## src/rtl/regfile_write_arbiter.sv

```systemverilog
`default_nettype none
// ============================================================================
// Module   : regfile_write_arbiter
// Purpose  : Round-robin arbiter that shares the register file's single write
//            port between two writeback requesters. Requester A is the ALU
//            writeback and requester B is the load/multicycle writeback.
//            Register 0 is hardwired to zero. A granted write to address 0 is
//            accepted, but it is not passed on to the register file.
// Option   : RF_CLEAR_EN - when defined, reset starts a clear sequence.
//            The sequence writes zero to registers 1..NUM_REGS-1, one per
//            cycle, and busy stays high while it runs. When the macro is not
//            defined, reset enters arbitration directly and busy is tied low.
// Ports    : clock, reset          - rising-edge clock, sync active-high reset
//            a_req/a_addr/a_data   - requester A write request
//            a_gnt                 - A accepted this cycle (combinational)
//            b_req/b_addr/b_data   - requester B write request
//            b_gnt                 - B accepted this cycle (combinational)
//            busy                  - clear sequence in progress
//            rf_we/rf_waddr/rf_wdata - registered register file write port
// Revision : 1.0 - initial release
// ============================================================================
module regfile_write_arbiter #(
  parameter int DATA_W   = 32,
  parameter int ADDR_W   = 5,
  parameter int NUM_REGS = 32
) (
  input  logic              clock,
  input  logic              reset,
  input  logic              a_req,
  input  logic [ADDR_W-1:0] a_addr,
  input  logic [DATA_W-1:0] a_data,
  output logic              a_gnt,
  input  logic              b_req,
  input  logic [ADDR_W-1:0] b_addr,
  input  logic [DATA_W-1:0] b_data,
  output logic              b_gnt,
  output logic              busy,
  output logic              rf_we,
  output logic [ADDR_W-1:0] rf_waddr,
  output logic [DATA_W-1:0] rf_wdata
);

  // Encoding of the side that won the most recent grant.
  localparam logic c_GNT_A = 1'b0;
  localparam logic c_GNT_B = 1'b1;

  logic              r_last_gnt;
  logic              w_last_gnt_d;
  logic              w_arb_en;
  logic              w_a_gnt;
  logic              w_b_gnt;
  logic              r_we;
  logic [ADDR_W-1:0] r_waddr;
  logic [DATA_W-1:0] r_wdata;
  logic              w_we_d;
  logic [ADDR_W-1:0] w_waddr_d;
  logic [DATA_W-1:0] w_wdata_d;

`ifdef RF_CLEAR_EN
  typedef enum logic [0:0] {
    ST_CLEAR = 1'b0,
    ST_ARB   = 1'b1
  } state_t;

  localparam logic [ADDR_W-1:0] c_LAST_ADDR = ADDR_W'(NUM_REGS - 1);

  state_t            r_state;
  state_t            w_state_d;
  logic [ADDR_W-1:0] r_clr_ptr;
  logic [ADDR_W-1:0] w_clr_ptr_d;

  always_ff @(posedge clock) begin
    if (reset) begin
      r_state   <= ST_CLEAR;
      r_clr_ptr <= ADDR_W'(1);
    end else begin
      r_state   <= w_state_d;
      r_clr_ptr <= w_clr_ptr_d;
    end
  end

  // The clear pointer advances each cycle. When the final address is written,
  // the FSM leaves CLEAR on that same edge. Because busy is decoded from the
  // state register, busy also falls on that edge.
  always_comb begin
    w_state_d   = r_state;
    w_clr_ptr_d = r_clr_ptr;
    if (r_state == ST_CLEAR) begin
      w_clr_ptr_d = r_clr_ptr + ADDR_W'(1);
      if (r_clr_ptr == c_LAST_ADDR) begin
        w_state_d = ST_ARB;
      end
    end
  end

  assign w_arb_en = (r_state == ST_ARB);
  assign busy     = (r_state == ST_CLEAR);
`else
  assign w_arb_en = 1'b1;
  assign busy     = 1'b0;
`endif

  // Grant decode depends only on the requests, the state and the arbitration
  // history. It never depends on the registered write port. On a tie, the
  // side that did not win last time gets the grant.
  always_comb begin
    w_a_gnt = 1'b0;
    w_b_gnt = 1'b0;
    if (w_arb_en) begin
      if (a_req && b_req) begin
        if (r_last_gnt == c_GNT_B) begin
          w_a_gnt = 1'b1;
        end else begin
          w_b_gnt = 1'b1;
        end
      end else begin
        w_a_gnt = a_req;
        w_b_gnt = b_req;
      end
    end
  end

  assign a_gnt = w_a_gnt;
  assign b_gnt = w_b_gnt;

  // Next value of the write port. When no write is issued, the address and
  // data registers keep their previous values. A grant to address 0 updates
  // the arbitration history, but it does not produce a write.
  always_comb begin
    w_we_d       = 1'b0;
    w_waddr_d    = r_waddr;
    w_wdata_d    = r_wdata;
    w_last_gnt_d = r_last_gnt;
    if (w_a_gnt) begin
      w_last_gnt_d = c_GNT_A;
      if (a_addr != '0) begin
        w_we_d    = 1'b1;
        w_waddr_d = a_addr;
        w_wdata_d = a_data;
      end
    end else if (w_b_gnt) begin
      w_last_gnt_d = c_GNT_B;
      if (b_addr != '0) begin
        w_we_d    = 1'b1;
        w_waddr_d = b_addr;
        w_wdata_d = b_data;
      end
    end
`ifdef RF_CLEAR_EN
    // No grants are issued during CLEAR, so this path never collides with
    // the grant path above.
    if (r_state == ST_CLEAR) begin
      w_we_d    = 1'b1;
      w_waddr_d = r_clr_ptr;
      w_wdata_d = '0;
    end
`endif
  end

  // Reset takes priority over any grant in the same cycle, so a write
  // granted in the reset cycle is dropped.
  always_ff @(posedge clock) begin
    if (reset) begin
      r_last_gnt <= c_GNT_B;
      r_we       <= 1'b0;
      r_waddr    <= '0;
      r_wdata    <= '0;
    end else begin
      r_last_gnt <= w_last_gnt_d;
      r_we       <= w_we_d;
      r_waddr    <= w_waddr_d;
      r_wdata    <= w_wdata_d;
    end
  end

  assign rf_we    = r_we;
  assign rf_waddr = r_waddr;
  assign rf_wdata = r_wdata;

endmodule
`default_nettype wire
```

## config.mk

```make
export PLATFORM = sky130hd
export DESIGN_NAME = regfile_write_arbiter
export DESIGN_NICKNAME = d
export VERILOG_FILES = /design/src/rtl/regfile_write_arbiter.sv
export SDC_FILE = /design/constraint.sdc
export NUM_CORES = 1
export LEC_CHECK = 0
export ABC_CLOCK_PERIOD_IN_PS = 2100
export CAP_MARGIN = 10
export CORE_UTILIZATION = 40
export DETAILED_ROUTE_END_ITERATION = 6
export GPL_ROUTABILITY_DRIVEN = 0
export GPL_TIMING_DRIVEN = 0
export PLACE_DENSITY = 0.81
export SYNTH_ARGS = -nofsm -noshare
export SYNTH_HDL_FRONTEND = slang
export SYNTH_SLANG_ARGS = --single-unit
```

## constraint.sdc

```tcl
create_clock -name clock -period 2.1 [get_ports clock]
set_clock_uncertainty 0.2 [all_clocks]
set_input_delay 0.21 -clock clock [delete_from_list [all_inputs] [get_ports clock]]
set_output_delay 0.21 -clock clock [all_outputs]
set_load 0.01 [all_outputs]
```

==> qor.csv <==
stage,metric,value,unit
sta,tns,0,ps
synth,synth_top_area_cell,dfxtp_1,
route,ant_nets,0,
synth,synthCells,266,
hold_path,hp-class,in -> reg,
synth,ys_types,22,
sta,max_freq,480.8,MHz
synth,synth.yosys.seq_area_share,0.3364,
power_and_ir_drop,combPwrFrac,0.327,
status,status,finished clean,
power_and_ir_drop,internal-power,1521,uW
sta,slew_headroom,0.6646,
sta,period_needed,2080,ps
finish,fillers,489,
sta,min_period_over_period,0.9904,
floorplan,num_rows,27,
finish,area_growth_syn_to_layout,59.35,%
route,drc,0,
synth,synth_seq_cells,39,
sta,worst_pin_slew,503.1,ps
placement,placed_cells,454,
worst_setup_path,r2r_start,r_last_gnt$_SDFFE_PP1P_,
grt,grt_max_degree,13,
power_and_ir_drop,vdd_drop_max,0.0002687,V
finish,multiInputGateArea,0.001405,mm2
sta,rsz0062_at_grt,no,
floorplan,die_x,78.18,um
route,num_vias,2446,
synth,synth_nets,344,
clock_network,cts_tree,yes,
grt,grt-ovfl-total,0,
finish,final_cell_count_no_fill,463,
worst_setup_path,endpoint_kind,register,
synth,synth_edf_count,0,
synth,yosysTopAreaCellShare,0.3364,
worst_setup_path,cp.arrival,2060,ps
finish,fin_util,0.6676,
synth,ys_top_cells_by_area,"dfxtp_1 34%, mux2_4 19%, nor2b_1 10%",
run,drv_cap,0,
worst_setup_path,cp-startpoint,a_addr[0],
synth,ys.flop_type,dfxtp_1,
sta,drv_slew,0,
floorplan,die_height,78.18,um
placement,dp_hpwl,5.139,mm
floorplan,ios,119,
synth,synthArstFlopShare,0,
power_and_ir_drop,p_seq_frac,0.405,
floorplan,start_util,0.4189,
grt,track_usage,0.2386,
clock_network,clockRootBuffer,clkbuf_8,
clock_network,cts_buffers,5,
clock_network,cts_num_sinks,39,
placement,io_buffers,116,
grt,grt_pass1_wl,11.39,mm
grt,grt_pass1_vias,2412,
power_and_ir_drop,clock_power_share,0.269,
power_and_ir_drop,powerDensity,560.3,mW/mm2
clock_network,clockBufferDepth,2,
synth,syn_area_per_cell,8.725,um2
sta,setup_viol,0,
floorplan,core,0.005540,mm2
power_and_ir_drop,p_leak,0.001456,uW
synth,synth_top_cells_by_count,"39 x a21oi_1, 39 x dfxtp_1, 38 x nor2b_1",
route,drt_pass1_iterations,5,
power_and_ir_drop,p_switching,550.9,uW
grt,antenna_found_initial,0,
route,routedWlPerCell,15.40,um
finish,regArea,780.7,um2
finish,drive_gt1_frac,0.1560,
hold_path,holdCritStartpoint,reset,
worst_setup_path,crit_type,in -> reg,
synth,synth_area,0.002321,mm2
clock_network,htreeDepth,2,
route,drtIter0Drc,143,
power_and_ir_drop,swShare,0.2658,
route,wl,7.129,mm
floorplan,dieArea,0.006111,mm2
placement,place_ws,-362.8,ps
route,viasPerCell,5.283,
sta,finalWorstSetupSlack,20.19,ps
synth,ys_warn_count,0,
finish,antenna_cells,0,
clock_network,clock_latency,290,ps
sta,hold_viol_final,0,
worst_setup_path,crit_path_start_kind,input port,
worst_setup_path,cp_max_fo,10,
clock_network,path_clk_slew,70,ps
finish,fin_nets,468,
worst_setup_path,worstPathRequired,2080,ps
## sequential cells by signal, summed over array words and instances, names as in the netlist
| register | cells |
|---|---|
| r_last_gnt | 1 |
| rf_waddr | 5 |
| rf_wdata | 32 |
| rf_we | 1 |
## per-stage QoR
stage	hold slack (ps)	instance area, um2	total power, uW
detailed placement	312.3	3572	1521
global placement	291.5	3572	1509
CTS	251.4	3692	2083
floorplan	203.1	2321	1180
global route	303.3	3699	2168
finish	256.6	3699	2072
## cell families (layout without fill, tap and decap cells)
logic type	count (synthesis)	after routing	synth area share
compound gates	79	79	0.1763
buf+inv	29	154	0.05822
flops	39	39	0.3364
mux	37	37	0.2280
other cells	1	1	0.001616
simple gates	81	81	0.1995
## layout make-up
cell class / instances / area share
inverters: 1 / 0.001691
clock buffers: 8 / 0.02706
flip-flops and latches: 39 / 0.2111
plain buffers: 27 / 0.03823
well taps: 72 / 0.02436
repair buffers: 118 / 0.3177
multi-input cells: 198 / 0.3799
## layout by cell type (no fill, tap or decap), types with 2 or more instances in the layout
cell / instances
buf_4: 3
buf_6: 3
clkbuf_8: 7
o21ai_1: 5
nor2b_1: 38
buf_1: 2
o21ai_0: 32
mux2_4: 30
a21oi_1: 39
clkbuf_4: 2
clkbuf_1: 15
dfxtp_1: 39
nand3_1: 37
clkbuf_2: 3
buf_2: 2
or4_1: 2
mux2_2: 7
clkdlybuf4s50_1: 115
## worst max-delay path, cell delays in order
cell,delay (ps)
clkdlybuf4s50_1,440
or4_1,580
o211ai_2,240
nand2_4,100
buf_6,170
mux2_4,310
## path summary, 6_finish.rpt
kind,slack (ps),to,cells after the start
max,20,rf_wdata[10]$_SDFFE_PP0P_,6
min,260,rf_wdata[21]$_SDFFE_PP0P_,3
max reg2reg,220,rf_wdata[9]$_SDFFE_PP0P_,6
min reg2reg,330,r_last_gnt$_SDFFE_PP1P_,2
## per-layer routing
layer / up-vias / GRT usage / routed length, um
met5: - / 0 / 0
li1: 1180 / - / -
met2: 113 / 0.4053 / 3377
met3: 8 / 0.05233 / 505
met4: 0 / 0.07222 / 70
met1: 1145 / 0.3002 / 3175
## power groups by stage
stage	clock (uW)	combinational [uW]	sequential (uW)
2_1_floorplan	0	299	881
3_3_place_gp	0	656	853
3_5_place_dp	0	667	853
4_1_cts	567	678	838
5_1_grt	597	726	845
6_report	557	677	839
## timing repair
action / CTS / global route
buffers inserted: 2 / 0
pin swaps: 2 / 1
hold buffers: 0 / 0
endpoints found under the setup margin: 31 / 26
gates resized for setup: 8 / 8
Power figures use the tool's default switching activity.
